### src/rtl/piece_move_ctrl.sv
// Falling-piece sequencer: owns the live tetromino cells, runs gravity, arbitrates
// move requests and checks each candidate cell against the board before committing.
module piece_move_ctrl #(
  parameter int DROP_PERIOD = 50_000_000,
  parameter int TOP_ROW     = 10
) (
  input  logic       Clk,
  input  logic       Reset,
  input  logic       gen_flag,
  input  logic       q_move,
  input  logic [3:0] spawn_x1,
  input  logic [3:0] spawn_x2,
  input  logic [3:0] spawn_x3,
  input  logic [3:0] spawn_x4,
  input  logic [3:0] spawn_y1,
  input  logic [3:0] spawn_y2,
  input  logic [3:0] spawn_y3,
  input  logic [3:0] spawn_y4,
  input  logic       BtnL,
  input  logic       BtnR,
  input  logic       BtnD,
  input  logic [9:0] row_data,
  output logic [3:0] row_sel,
  output logic [3:0] x1,
  output logic [3:0] x2,
  output logic [3:0] x3,
  output logic [3:0] x4,
  output logic [3:0] y1,
  output logic [3:0] y2,
  output logic [3:0] y3,
  output logic [3:0] y4,
  output logic       bottom_flag,
  output logic       top_flag,
  output logic       busy
);

  typedef enum logic [1:0] {S_IDLE = 2'd0, S_WAIT = 2'd1, S_CHECK = 2'd2, S_LOCK = 2'd3} state_t;
  typedef enum logic [1:0] {OP_L = 2'd0, OP_R = 2'd1, OP_D = 2'd2} op_t;

  localparam logic [25:0] DROP_LAST = 26'(DROP_PERIOD - 1);
  localparam logic [3:0]  TOP_ROW_C = 4'(TOP_ROW);

  state_t      state_r;
  op_t         op_r;
  op_t         op_sel_s;
  logic [1:0]  idx_r;
  logic [3:0]  x_r [4];
  logic [3:0]  y_r [4];
  logic [2:0]  pend_r;
  logic [2:0]  pend_set_s;
  logic [2:0]  pend_clr_s;
  logic [25:0] cnt_r;
  logic [3:0]  row_sel_r;
  logic        bottom_flag_r;
  logic        top_flag_r;
  logic        busy_r;
  logic [3:0]  cx_s;
  logic [3:0]  cy_s;
  logic        wall_s;
  logic        fail_s;
  logic        run_s;
  logic        grav_exp_s;
  logic        top_s;

  // Row holding the candidate cell: only a down move changes the row.
  function automatic logic [3:0] cand_row(input op_t op, input logic [3:0] y);
    if (op == OP_D) begin
      return y - 4'd1;
    end else begin
      return y;
    end
  endfunction

  assign run_s      = (state_r == S_WAIT) || (state_r == S_CHECK);
  assign grav_exp_s = run_s && (cnt_r == DROP_LAST);
  assign top_s      = (y_r[0] >= TOP_ROW_C) || (y_r[1] >= TOP_ROW_C) ||
                      (y_r[2] >= TOP_ROW_C) || (y_r[3] >= TOP_ROW_C);

  // Candidate cell for the current index and its pass/fail verdict.
  always_comb begin
    cx_s   = x_r[idx_r];
    cy_s   = y_r[idx_r];
    wall_s = 1'b0;
    case (op_r)
      OP_L: begin
        wall_s = (x_r[idx_r] == 4'd0);
        cx_s   = x_r[idx_r] - 4'd1;
      end
      OP_R: begin
        wall_s = (x_r[idx_r] == 4'd9);
        cx_s   = x_r[idx_r] + 4'd1;
      end
      OP_D: begin
        wall_s = (y_r[idx_r] == 4'd0);
        cy_s   = y_r[idx_r] - 4'd1;
      end
      default: wall_s = 1'b1;
    endcase
    if (wall_s) begin
      fail_s = 1'b1;
    end else if ((cy_s <= 4'd11) && (cx_s <= 4'd9)) begin
      fail_s = row_data[cx_s];
    end else begin
      fail_s = 1'b0;
    end
  end

  // Request arbitration (L > R > D) and pending-bit set/clear terms.
  always_comb begin
    if (pend_r[0]) begin
      op_sel_s = OP_L;
    end else if (pend_r[1]) begin
      op_sel_s = OP_R;
    end else begin
      op_sel_s = OP_D;
    end
    if (state_r != S_IDLE) begin
      pend_set_s = {BtnD | grav_exp_s, BtnR, BtnL};
    end else begin
      pend_set_s = 3'b000;
    end
    if (gen_flag || (state_r == S_LOCK)) begin
      pend_clr_s = 3'b111;
    end else if ((state_r == S_WAIT) && q_move && (|pend_r)) begin
      case (op_sel_s)
        OP_L:    pend_clr_s = 3'b001;
        OP_R:    pend_clr_s = 3'b010;
        default: pend_clr_s = 3'b100;
      endcase
    end else begin
      pend_clr_s = 3'b000;
    end
  end

  // Pending request bits; a set in the same cycle as a clear wins.
  always_ff @(posedge Clk or posedge Reset) begin
    if (Reset) begin
      pend_r <= 3'b000;
    end else begin
      pend_r <= (pend_r & ~pend_clr_s) | pend_set_s;
    end
  end

  // Gravity timer, counting only while a piece is live and not locking.
  always_ff @(posedge Clk or posedge Reset) begin
    if (Reset) begin
      cnt_r <= 26'd0;
    end else if (gen_flag) begin
      cnt_r <= 26'd0;
    end else if (run_s) begin
      cnt_r <= grav_exp_s ? 26'd0 : cnt_r + 26'd1;
    end else begin
      cnt_r <= 26'd0;
    end
  end

  // Main sequencer with registered outputs.
  always_ff @(posedge Clk or posedge Reset) begin
    if (Reset) begin
      state_r       <= S_IDLE;
      op_r          <= OP_L;
      idx_r         <= 2'd0;
      row_sel_r     <= 4'd0;
      bottom_flag_r <= 1'b0;
      top_flag_r    <= 1'b0;
      busy_r        <= 1'b0;
      for (int i = 0; i < 4; i++) begin
        x_r[i] <= 4'd0;
        y_r[i] <= 4'd0;
      end
    end else begin
      bottom_flag_r <= 1'b0;
      top_flag_r    <= 1'b0;
      if (gen_flag) begin
        x_r[0]    <= spawn_x1;
        x_r[1]    <= spawn_x2;
        x_r[2]    <= spawn_x3;
        x_r[3]    <= spawn_x4;
        y_r[0]    <= spawn_y1;
        y_r[1]    <= spawn_y2;
        y_r[2]    <= spawn_y3;
        y_r[3]    <= spawn_y4;
        state_r   <= S_WAIT;
        busy_r    <= 1'b1;
        row_sel_r <= 4'd0;
      end else begin
        case (state_r)
          S_IDLE: begin
            busy_r    <= 1'b0;
            row_sel_r <= 4'd0;
          end
          S_WAIT: begin
            if (!q_move) begin
              state_r <= S_IDLE;
              busy_r  <= 1'b0;
            end else if (|pend_r) begin
              state_r   <= S_CHECK;
              op_r      <= op_sel_s;
              idx_r     <= 2'd0;
              row_sel_r <= cand_row(op_sel_s, y_r[0]);
            end else begin
              state_r <= S_WAIT;
            end
          end
          S_CHECK: begin
            if (!q_move) begin
              state_r   <= S_IDLE;
              busy_r    <= 1'b0;
              row_sel_r <= 4'd0;
            end else if (fail_s) begin
              row_sel_r <= 4'd0;
              if (op_r == OP_D) begin
                state_r       <= S_LOCK;
                busy_r        <= 1'b0;
                bottom_flag_r <= 1'b1;
                top_flag_r    <= top_s;
              end else begin
                state_r <= S_WAIT;
              end
            end else if (idx_r == 2'd3) begin
              state_r   <= S_WAIT;
              row_sel_r <= 4'd0;
              for (int i = 0; i < 4; i++) begin
                case (op_r)
                  OP_L:    x_r[i] <= x_r[i] - 4'd1;
                  OP_R:    x_r[i] <= x_r[i] + 4'd1;
                  OP_D:    y_r[i] <= y_r[i] - 4'd1;
                  default: x_r[i] <= x_r[i];
                endcase
              end
            end else begin
              idx_r     <= idx_r + 2'd1;
              row_sel_r <= cand_row(op_r, y_r[idx_r + 2'd1]);
            end
          end
          S_LOCK: begin
            state_r <= S_IDLE;
            busy_r  <= 1'b0;
          end
          default: begin
            state_r   <= S_IDLE;
            busy_r    <= 1'b0;
            row_sel_r <= 4'd0;
          end
        endcase
      end
    end
  end

  assign x1          = x_r[0];
  assign x2          = x_r[1];
  assign x3          = x_r[2];
  assign x4          = x_r[3];
  assign y1          = y_r[0];
  assign y2          = y_r[1];
  assign y3          = y_r[2];
  assign y4          = y_r[3];
  assign row_sel     = row_sel_r;
  assign bottom_flag = bottom_flag_r;
  assign top_flag    = top_flag_r;
  assign busy        = busy_r;

endmodule

### config.mk
export PLATFORM = sky130hd
export DESIGN_NAME = piece_move_ctrl
export DESIGN_NICKNAME = d
export VERILOG_FILES = /design/src/rtl/piece_move_ctrl.sv
export SDC_FILE = /design/constraint.sdc
export NUM_CORES = 1
export LEC_CHECK = 0
export ABC_AREA = 1
export BUFFER_PORTS_ARGS = -buffer_cell sky130_fd_sc_hd__clkbuf_2
export CAP_MARGIN = 40
export CORE_AREA = 10 10 115 117
export CTS_BUF_LIST = sky130_fd_sc_hd__clkbuf_4 sky130_fd_sc_hd__clkbuf_8
export DETAILED_ROUTE_END_ITERATION = 16
export DIE_AREA = 0 0 125 127
export PLACE_DENSITY = 0.71
export SYNTH_ARGS = -nofsm -noshare
export SYNTH_HDL_FRONTEND = slang
export SYNTH_SLANG_ARGS = --single-unit
### constraint.sdc
create_clock -name Clk -period 4.48 [get_ports Clk]
set_clock_uncertainty 0.2 [all_clocks]
set_input_delay 0.672 -clock Clk [delete_from_list [all_inputs] [get_ports Clk]]
set_output_delay 0.672 -clock Clk [all_outputs]
set_load 0.03 [all_outputs]
# [Word-level counts from Yosys, hierarchy flattened]
# Cells that the tools add are included.
[totals] wordCells=187 inputBits=49 reg_bits=74 out_inout_bits=39
[classes] magnitude_cmp=9 n_eq_ne=22 muxes=82 n_bitwise=7 n_addsub=18 n_reduce_logical=32
[ops] operator="$mux 16" n=10
[ops] operator="$mux 26" n=3
[ops] operator="$mux 4" n=19
[ops] operator="$sub 4x1->4 const B" n=11
[ops] operator="$pmux 4 s2" n=5
[ops] operator="$mux 2" n=14
[ops] operator="$add 26x1->26 const B" n=1
[ops] operator="$eq 26x26->1 const B" n=1
[ops] operator="$bmux 4 s2" n=3
[ops] operator="$add 4x1->4 const B" n=5
[ops] operator="$mux 1" n=18
[ops] operator="$ge 4x4->1 const B" n=4
[ops] operator="$pmux 4 s3" n=1
[ops] operator="$reduce_bool 2->1" n=6
[ops] operator="$eq 2x2->1 const B" n=5
[ops] operator="$ne 2x2->1 const B" n=5
[ops] operator="$reduce_and 5->1" n=2
[ops] operator="$mux 3" n=3
[ops] operator="$le 4x4->1 const B" n=2
[ops] operator="$logic_not 4->1" n=2
[ops] operator="$reduce_bool 4->1" n=2
[ops] operator="$reduce_and 7->1" n=1
[ops] operator="$eq 2x1->1 const B" n=3
[ops] operator="$ge 3x3->1 const B" n=2
[ops] operator="29 further kinds" n=42

# [Longest topological paths before layout]
# Gate-level depths: netlist of the first run.
[depth] depth_word=14 ltp_mapped=24 mapped_depth_nobuf=23

# [Least setup slack after synthesis of the first run]
# No wires, ideal clock.
[synth_path] path_kind="flip-flop to flip-flop" startpoint="register op_r[1]" endpoint="register x_r, in the netlist x1[0]" setup_slack_ps=1270 arrival_ps=2892 path_buffers=3 required_time_ps=4162 setup_ps=118 path_stages_with_launch=22 synth_period_minus_slack_ps=3210 path_cell_list="dfrtp_1 buf_4 nor2_1 inv_1 buf_1 fa_1 or2_2 a21oi_1 a21oi_1 inv_1 nand2_1 nor2_1 o21ai_1 nand2_1 nand3_2 nand2_4 nor2_8 nand3_4 nand2_4 buf_6 nand2_1 nand2_1"
[synth_between] elab_chain_len=8 word_cells_on_any_way=22 cone_classes="order compare (2); eq/ne (3); mux (13); reduce/logical (4)"
[synth_rtl] item="start, declared" line="44" text="op_t op_r;"
[synth_rtl] item="start signal, assigned" line="198" text="op_r <= op_sel_s;"
[synth_rtl] item="$eq 2x1->1, or another cell as far along" line="84, 224"
[synth_rtl] item="$pmux 4 s2 or $mux 4 (tied branches)" line="84" text="case (op_r)"
[synth_rtl] item="$bmux 1 s4 or $le 4x4->1 (tied branches)" line="102, 101"
[synth_rtl] item="$mux 1 (not written as such) or $logic_and 1x1->1 (tied branches)" line="102, 101"
[synth_rtl] item="$mux 1" line="101" text="end else if ((cy_s <= 4'd11) && (cx_s <= 4'd9)) begin"
[synth_rtl] item="$mux 1" line="99" text="if (wall_s) begin"
[synth_rtl] item="$ne 2x2->1 (no line)"
[synth_rtl] item="$reduce_and 5->1 (no line)"
[synth_rtl] item="end signal, assigned by index" line="225" text="OP_L: x_r[i] <= x_r[i] - 4'd1;"
[synth_rtl] item="end signal, assigned by index" line="226" text="OP_R: x_r[i] <= x_r[i] + 4'd1;"
[synth_rtl] item="end signal, assigned by index" line="228" text="default: x_r[i] <= x_r[i];"
[synth_rtl] item="end, declared" line="47" text="logic [3:0] x_r [4];"
# Parallel ways exist; a longest one is shown, timed or not. The select of a mux whose other input is x is not followed.
# A chain may end at the register's enable or synchronous reset.

# [Worst setup path in the final report of the first run]
[layout_path] startpoint="register op_r[1]" endpoint="register y_r, in the netlist y1[1]"
[layout_between] elab_chain_len=8 word_cells_on_any_way=16 cone_classes="order compare (2); eq/ne (3); mux (7); reduce/logical (4)"
[layout_rtl] item="$eq 2x1->1, or another cell as far along" line="84"
[layout_rtl] item="$pmux 4 s2 or $mux 4 (tied branches)" line="84"
[layout_rtl] item="$bmux 1 s4 or $le 4x4->1 (tied branches)" line="102, 101"
[layout_rtl] item="$mux 1 (not written as such) or $logic_and 1x1->1 (tied branches)" line="102, 101"
[layout_rtl] item="$mux 1" line="101"
[layout_rtl] item="$mux 1" line="99"
[layout_rtl] item="$ne 2x2->1 (no line)"
[layout_rtl] item="$reduce_and 5->1 (no line) (*)"
[layout_rtl] item="end signal, assigned by index" line="227" text="OP_D: y_r[i] <= y_r[i] - 4'd1;"
[layout_rtl] item="end, declared" line="48" text="logic [3:0] y_r [4];"
# Mark *: on every way between the ends. The rest lies on a longest branch, timed or not. The select of a mux whose other input is x is not followed.

==> impl_metrics.env, run 1 <==
export IMPL_p_sw_mw=1.71
export IMPL_min_period_ns=3.69
export IMPL_syn_to_final_growth_pct=13.6
export IMPL_via_count=5331
export IMPL_die_y_um=127
export IMPL_slowest_delay_ns=0.52
export IMPL_groute_layer_met1_usage_pct=24.0
export IMPL_max_slew_margin_pct=50.5
export IMPL_yosysWarnings=0
export IMPL_crit_buf_inv=3
export IMPL_viasPerCell=5.25
export IMPL_core_area_um2=11100
export IMPL_power_density_nw_per_um2=566
export IMPL_status="complete, no violations"
export IMPL_use_met2_pct=28.7
export IMPL_yosysSeqAreaShare_pct=34.4
export IMPL_first_pass_iters=5
export IMPL_grt_pass1_vias=4992
export IMPL_clkTransAtPathRegs_ns=0.08
export IMPL_cts_max_path_buffers=2
export IMPL_clkPwrFrac_pct=16.4
export IMPL_first_iter_violations=415
export IMPL_globalplace_congestion=0.858
export IMPL_min_period_over_period_pct=82.4
export IMPL_dpl_cell_area_um2=5900
export IMPL_finalMaxSlewViolations=0
export IMPL_die_area_um2=15900
export IMPL_hold_violations=0
export IMPL_required_ns=4.53
export IMPL_cts_tree="built"
export IMPL_seqPwrFrac_pct=27.7
export IMPL_wl_um=14100
export IMPL_dp_hpwl_um=10400
export IMPL_cts_hold_repair_buffers=0
export IMPL_busiest_layer="met2"
export IMPL_synth_cell_types=39
export IMPL_cp_cell_sequence="nor2_1 -> buf_4 -> inv_1 -> fa_1 -> or2_2 -> a21oi_1 -> a21oi_1 -> inv_1 -> nand2_1 -> nor2_1 -> o21ai_1 -> nand2_1 -> nand3_2 -> nand2_4 -> nor2_8 -> nand3_4 -> nand2_4 -> nand2_1 -> nand2_1"
export IMPL_fin_tns_setup_ns=0
export IMPL_gr_usage_met3_pct=3.14
export IMPL_htreeDepth=3
export IMPL_swShare_pct=49.3
export IMPL_synthCells=791
export IMPL_fin_area_um2=6110
export IMPL_post_cts_buffers=0
export IMPL_critPathArrivalTime_ns=3.75
export IMPL_grt_max_degree=63
export IMPL_numCtsBuffers=9
export IMPL_grt_util_all_layers_pct=17.9
export IMPL_cts_resized=0
export IMPL_diodes=0
export IMPL_clk_latency_ns=0.37
export IMPL_ant_nets=0
export IMPL_synth_avg_cell_area_um2=6.80
export IMPL_routedWlPerCell_um=13.9
export IMPL_synth_fp_nets=862
export IMPL_cp_top_family="simple AND/OR/NAND/NOR gates"
export IMPL_internal_power_mw=1.75
export IMPL_overflow=0
export IMPL_ios=88
export IMPL_hold_path_class="in2async"
export IMPL_start_util_pct=48.3
export IMPL_crit_path_top_delay_cell="dfrtp_1"
export IMPL_p_leak_nw=3.16
export IMPL_rrSetupSlack_ns=0.79
export IMPL_worstSetupPathType="reg2reg"
export IMPL_post_synth_instance_area_um2=5380
export IMPL_grt_pass1_wl_um=24300
export IMPL_pwr_share_comb_pct=55.8
export IMPL_numPortBuffers=87
export IMPL_end_kind="flop"
export IMPL_dieWidth_um=125
export IMPL_rows=39
export IMPL_ys_ff_latch=74
export IMPL_crit_fanout=18
export IMPL_cts_root_buf="clkbuf_8"
export IMPL_finalSetupViolCount=0
export IMPL_drive_gt1_share_pct=15.5
export IMPL_startpoint_type="flop"
export IMPL_cts_sinks=74
export IMPL_antenna_found_initial=0
export IMPL_drv_cap=0
export IMPL_rsz0062_at_grt="no"
export IMPL_peakVddDrop_mv=0.274
export IMPL_cpMostUsedCell="nand2_1"
export IMPL_max_freq_mhz=271
export IMPL_worst_pin_slew_ns=0.741
export IMPL_finalNetCount=940
export IMPL_drc_errors=0
logic make-up after synthesis:
family / Yosys count / synth area share (%)
and+or+nand+nor: 438 / 36.2
AOI/OAI and AO/OA: 116 / 11.2
buffers and inverters: 116 / 8.84
DFF: 74 / 34.4
xor gates and xnor gates: 25 / 4.07
adders and majority gates: 22 / 5.26
sequential cells by signal (all words and copies together), names as in the netlist:
register / cells
bottom_flag: 1
busy: 1
cnt_r: 26
idx_r: 2
op_r: 2
pend_r: 3
row_sel: 4
state_r: 2
top_flag: 1
x1: 4
x2: 4
x3: 4
x4: 4
y1: 4
y2: 4
y3: 4
y4: 4
final timing paths:
| check | from | end | cells past startpoint |
|---|---|---|---|
| worst max-delay path | op_r[1] | y1[1] | 19 |
| worst min-delay path | Reset | y3[0] | 2 |
| worst max register to register | op_r[1] | y1[1] | 19 |
| worst min register to register | cnt_r[0] | cnt_r[0] | 1 |
| max in group asynchronous | Reset | cnt_r[23] | 3 |
| min in group Clk | cnt_r[0] | cnt_r[0] | 1 |
through the flow:
stage	hold slack, ns	instances	utilization (%)	power, mW	setup slack [ns]
after floorplan	0.233	791	-	2.47	1.27
after global placement	0.251	1001	53.1	2.87	0.894
after detailed placement	0.253	1001	53.1	2.89	0.798
after CTS	0.236	1016	54.9	3.47	0.782
after global routing	0.279	1016	54.9	3.79	0.410
final	0.206	1016	54.9	3.46	0.789
area by class of cell:
type                       count  area, um2
sequential                    74       1850
tap                          143        179
clock buffer                  13        173
multi-input combinational    601       3050
clock inverter                 2       35.0
timing repair buffer          93        480
inverter                      90        340
fill                        1165       5010
cells in the final DEF, fill, tap and decap left out, types with 2 or more instances in the layout:
cell type / instances
a22oi_1: 2
a21oi_1: 38
nor4_1: 6
buf_4: 6
or2_2: 8
nand2_4: 5
xor2_1: 21
nor3_1: 13
o21ai_1: 6
nand3_4: 2
o21ai_0: 61
xnor2_1: 4
nand3_2: 4
inv_2: 3
ha_1: 21
a31oi_1: 2
nand3_1: 83
nor2_1: 58
or3_1: 2
clkbuf_2: 87
dfrtp_1: 74
nand4_1: 8
clkbuf_8: 12
inv_1: 86
o22ai_1: 2
nand2_1: 244
o31ai_1: 2
power groups by stage:
| stage | Sequential, mW | Combinational (mW) | Clock (mW) |
|---|---|---|---|
| after CTS | 0.954 | 1.94 | 0.575 |
| after global routing | 0.981 | 2.22 | 0.598 |
| after global placement | 0.966 | 1.91 | 0 |
| after detailed placement | 0.967 | 1.92 | 0 |
| after floorplan | 1.06 | 1.41 | 0 |
| final | 0.959 | 1.93 | 0.568 |
per-layer routing:
layer | wire length [um] | share of wire [%]
met4 | 202 | 1.4
met3 | 767 | 5.4
met5 | 0 | 0
met1 | 6730 | 48
met2 | 6430 | 45
worst reg2reg max path, delay by kind of cell (launching register included):
| kind | cells | cell delay (ns) |
|---|---|---|
| flops | 1 | 0.52 |
| buf+inv | 3 | 0.57 |
| compound gates | 3 | 0.26 |
| simple gates | 12 | 1.53 |
| fa+ha+maj | 1 | 0.50 |
synth_stat cells:
cell type | number | share of area (%)
a21oi_1 | 38 | 3.5
a221oi_1 | 1 | 0.16
a22oi_1 | 2 | 0.28
a31oi_1 | 2 | 0.23
buf_1 | 5 | 0.35
buf_2 | 3 | 0.28
buf_4 | 3 | 0.42
buf_6 | 3 | 0.63
clkbuf_1 | 12 | 0.84
dfrtp_1 | 74 | 34
fa_1 | 1 | 0.37
ha_1 | 21 | 4.9
inv_1 | 87 | 6.1
inv_2 | 2 | 0.14
inv_4 | 1 | 0.12
nand2_1 | 244 | 17
nand2_2 | 1 | 0.12
nand2_4 | 5 | 1.0
nand3_1 | 83 | 7.7
nand3_2 | 4 | 0.74
nand3_4 | 2 | 0.65
nand3b_1 | 1 | 0.14
nand4_1 | 8 | 0.93
nor2_1 | 58 | 4.0
nor2_2 | 1 | 0.12
nor2_8 | 1 | 0.37
nor3_1 | 13 | 1.2
nor3_2 | 1 | 0.19
nor4_1 | 6 | 0.70
o211ai_1 | 1 | 0.14
o21a_1 | 1 | 0.14
o21ai_0 | 61 | 5.7
o21ai_1 | 6 | 0.56
o22ai_1 | 2 | 0.23
o31ai_1 | 2 | 0.28
or2_2 | 8 | 0.93
or3_1 | 2 | 0.23
xnor2_1 | 4 | 0.65
xor2_1 | 21 | 3.4
No activity file was read; power rests on OpenSTA's default activity.
==> run 2: changes to the inputs <==
--- a/config.mk
+++ b/config.mk
@@ -5,13 +5,13 @@
 export SDC_FILE = /design/constraint.sdc
 export NUM_CORES = 1
 export LEC_CHECK = 0
-export ABC_AREA = 1
+export ABC_AREA = 0
 export BUFFER_PORTS_ARGS = -buffer_cell sky130_fd_sc_hd__clkbuf_2
 export CAP_MARGIN = 40
-export CORE_AREA = 10 10 115 117
+export CORE_AREA = 10 10 111 113
 export CTS_BUF_LIST = sky130_fd_sc_hd__clkbuf_4 sky130_fd_sc_hd__clkbuf_8
 export DETAILED_ROUTE_END_ITERATION = 16
-export DIE_AREA = 0 0 125 127
+export DIE_AREA = 0 0 121 123
 export PLACE_DENSITY = 0.71
 export SYNTH_ARGS = -nofsm -noshare
 export SYNTH_HDL_FRONTEND = slang
==> constraint.sdc (replaced) <==
create_clock -name Clk -period 3.58 [get_ports Clk]
set_clock_uncertainty 0.2 [all_clocks]
set_input_delay 0.537 -clock Clk [delete_from_list [all_inputs] [get_ports Clk]]
set_output_delay 0.537 -clock Clk [all_outputs]
set_load 0.03 [all_outputs]
==> run 2 against run 1 <==
  * The flow now finishes with violations (negative setup slack)
  * Register-to-register slack worse by 1.0 ns
  * Synthesized cell count down 32%
  * Sequential share of layout area decreased by 0.86 points
  * Non-clock buffer count up 51
  * Count of clock-buffer cells in the layout shrank 2
  * Worst setup slack worse by 1.0 ns
  * Worst hold slack lost 0.030 ns
  * Die area fell by 6.2%
  * Final cell count shrank 20%
  * Sequential power rose by 11%
  * First-iteration DRC count decreased by 34%
  * Combinational power increased by 4%
  * Highest routed layer unchanged
==> impl_metrics.env, run 2 <==
export IMPL_status="finished with violations"
export IMPL_violations="negative setup slack"
export IMPL_crit_fanout=6
export IMPL_cts_root_buf="clkbuf_8"
export IMPL_yosysWarnings=0
export IMPL_synth_common_cells="dfrtp_1 (74), nor2_1 (63), o21ai_0 (45), nand2_1 (34), inv_1 (29)"
export IMPL_synth_edf_count=0
export IMPL_crit_buf_inv=4
export IMPL_grt_pass1_wl_um=23500
export IMPL_finalSetupViolCount=40
export IMPL_regMostFlops="cnt_r"
export IMPL_ios=88
export IMPL_drc_errors=0
export IMPL_first_pass_iters=5
export IMPL_p_leak_nw=2.80
export IMPL_grt_max_degree=43
export IMPL_synthCells=540
export IMPL_yosysSeqAreaShare_pct=37.7
export IMPL_clkTransAtPathRegs_ns=0.09
export IMPL_worst_pin_slew_ns=0.705
export IMPL_hold_path_class="in2reg"
export IMPL_worstSetupPathType="reg2reg"
export IMPL_peakVddDrop_mv=0.293
export IMPL_synth_avg_cell_area_um2=9.09
export IMPL_antenna_found_initial=0
export IMPL_die_area_um2=14900
export IMPL_via_count=4660
export IMPL_start_util_pct=48.4
export IMPL_numCtsBuffers=9
export IMPL_cts_sinks=74
export IMPL_n_fill_cell=837
export IMPL_largest_reg_flops=26
export IMPL_power_mw=3.76
export IMPL_finalNetCount=742
export IMPL_min_period_over_period_pct=106
export IMPL_cts_max_path_buffers=2
export IMPL_end_kind="flop"
export IMPL_setup_ws_ns=-0.223
export IMPL_busiest_layer="met2"
export IMPL_rsz0062_at_grt="yes"
export IMPL_required_ns=3.67
export IMPL_placed_cells=782
export IMPL_gr_usage_met3_pct=4.88
export IMPL_hold_violations=0
export IMPL_synth_cell_types=55
export IMPL_ys_top_cells_by_area="dfrtp_1 (38%), ha_1 (5.4%), nor2_1 (4.8%)"
export IMPL_max_freq_mhz=263
export IMPL_synthFlopType="dfrtp_1"
export IMPL_dieWidth_um=121
export IMPL_slowest_delay_ns=0.47
export IMPL_diodes=0
export IMPL_grt_pass1_vias=4829
export IMPL_synthArstFlopShare_pct=100
export IMPL_seq_area_um2=1860
export IMPL_pre_cts_ws_ns=-0.351
export IMPL_core_area_um2=10100
export IMPL_post_synth_instance_area_um2=4910
export IMPL_max_slew_margin_pct=53.0
export IMPL_first_iter_violations=273
export IMPL_cp_top_family="compound AO/OA/AOI/OAI gates"
export IMPL_dpl_cell_area_um2=5780
export IMPL_numPortBuffers=87
export IMPL_cts_tree="built"
export IMPL_globalplace_congestion=0.892
export IMPL_crit_path_top_delay_cell="dfrtp_2"
export IMPL_cp_cell_sequence="buf_4 -> mux2i_4 -> mux2i_2 -> ha_1 -> xnor2_1 -> a222oi_1 -> buf_4 -> mux2i_4 -> a2111oi_4 -> o211ai_4 -> buf_12 -> buf_4 -> nand4_4 -> or3_4 -> a31oi_1"
export IMPL_drive_gt1_share_pct=31.4
export IMPL_finalMaxSlewViolations=0
export IMPL_min_period_ns=3.80
export IMPL_clk_latency_ns=0.37
export IMPL_overflow=0
export IMPL_dp_hpwl_um=10300
export IMPL_fin_util_pct=62.2
export IMPL_final_common_cell="clkbuf_2"
export IMPL_use_met2_pct=31.8
export IMPL_groute_layer_met1_usage_pct=23.8
export IMPL_rows=37
export IMPL_yosysTopAreaCell="dfrtp_1"
export IMPL_viasPerCell=5.74
export IMPL_ant_nets=0
export IMPL_syn_to_final_growth_pct=28.5
export IMPL_wl_um=14400
export IMPL_grt_util_all_layers_pct=19.3
export IMPL_fin_area_um2=6310
export IMPL_routedWlPerCell_um=17.7
export IMPL_ys_ff_latch=74
export IMPL_yosysTopAreaCellShare_pct=37.7
export IMPL_synth_fp_nets=611
export IMPL_power_density_nw_per_um2=596
export IMPL_startpoint_type="flop"
export IMPL_critPathArrivalTime_ns=3.90
export IMPL_layout_cells_non_filler=812
export IMPL_die_y_um=123
export IMPL_multi_input_area_um2=3010
export IMPL_fin_tns_setup_ns=-4.15
export IMPL_drv_cap=0
export IMPL_fin_hold_ws_ns=0.176
export IMPL_synth_most_common_cell="dfrtp_1"
export IMPL_layout_common_cells="clkbuf_2 (87), dfrtp_1 (69), nor2_1 (63)"
export IMPL_cpMostUsedCell="buf_4"
export IMPL_htreeDepth=3
## run 2: cell count changes in the layout (fill, tap and decap cells not counted), sizes merged, moves of 7 or more
cell and change:
mux4 +9, mux2i +17, buf +50, xnor2 +15
nand2 -216, nand3 -67, a21oi -12, or3 +19
o21ai -22, a31oi +16, inv -60, and3 +7
## run 2: what timing repair did
action | CTS | global route
endpoints found under the setup margin | 43 | 43
gates cloned | 3 | 0
setup buffers | 9 | 1
hold endpoints to repair | 12 | 0
hold buffers | 1 | 0
pin swaps | 7 | 8
gates resized for setup | 27 | 14
## run 2: power by group
| part | switching, mW | internal [mW] | leakage (nW) |
|---|---|---|---|
| Clock | 0.341 | 0.353 | 0.0996 |
| Combinational | 1.14 | 0.866 | 1.77 |
| Sequential | 0.121 | 0.937 | 0.934 |
## run 2: per-layer routing
layer | vias up | part of all wire (%)
met2 | 196 | 49
met4 | 0 | 1.6
li1 | 2202 | -
met5 | - | 0
met3 | 23 | 7.8
met1 | 2239 | 41
## run 2: worst register-to-register path: cells and delay by family, from the launching register on
kind,cells,cell delay [ns]
compound gates,4,0.84
xor+xnor,1,0.13
fa+ha+maj,1,0.30
buf+inv,4,0.65
flops,1,0.47
mux,3,0.62
simple gates,2,0.53
## run 2: area by class of cell
type	instances	area share (%)
multi-input combinational	412	47.7
sequential	74	29.4
timing repair buffer	144	15.1
tap	136	2.70
clock buffer	11	2.30
inverter	30	1.78
clock inverter	5	0.991
## run 2: path summary, 6_finish.rpt
path | start | slack [ns] | cells after the start | endpoint
setup / recovery | idx_r[0] | -0.22 | 15 | x1[3]
hold / removal | spawn_y1[3] | 0.18 | 3 | y1[3]
setup reg to reg | idx_r[0] | -0.22 | 15 | x1[3]
hold reg to reg | cnt_r[0] | 0.32 | 1 | cnt_r[0]
max in group asynchronous | Reset | 1.97 | 4 | cnt_r[24]
min in group asynchronous | Reset | 0.44 | 3 | x3[1]
## run 2: cells by family (layout without fill, tap and decap cells)
kind of cell,count (synthesis),count (layout),share of synthesized area (%)
and+or+nand+nor,196,198,19.9
xor gates and xnor gates,46,46,8.36
DFF,74,74,37.7
buffers and inverters,56,190,5.00
adders and majority gates,22,22,5.76
muxes,28,28,8.05
AOI/OAI and AO/OA,118,118,15.2
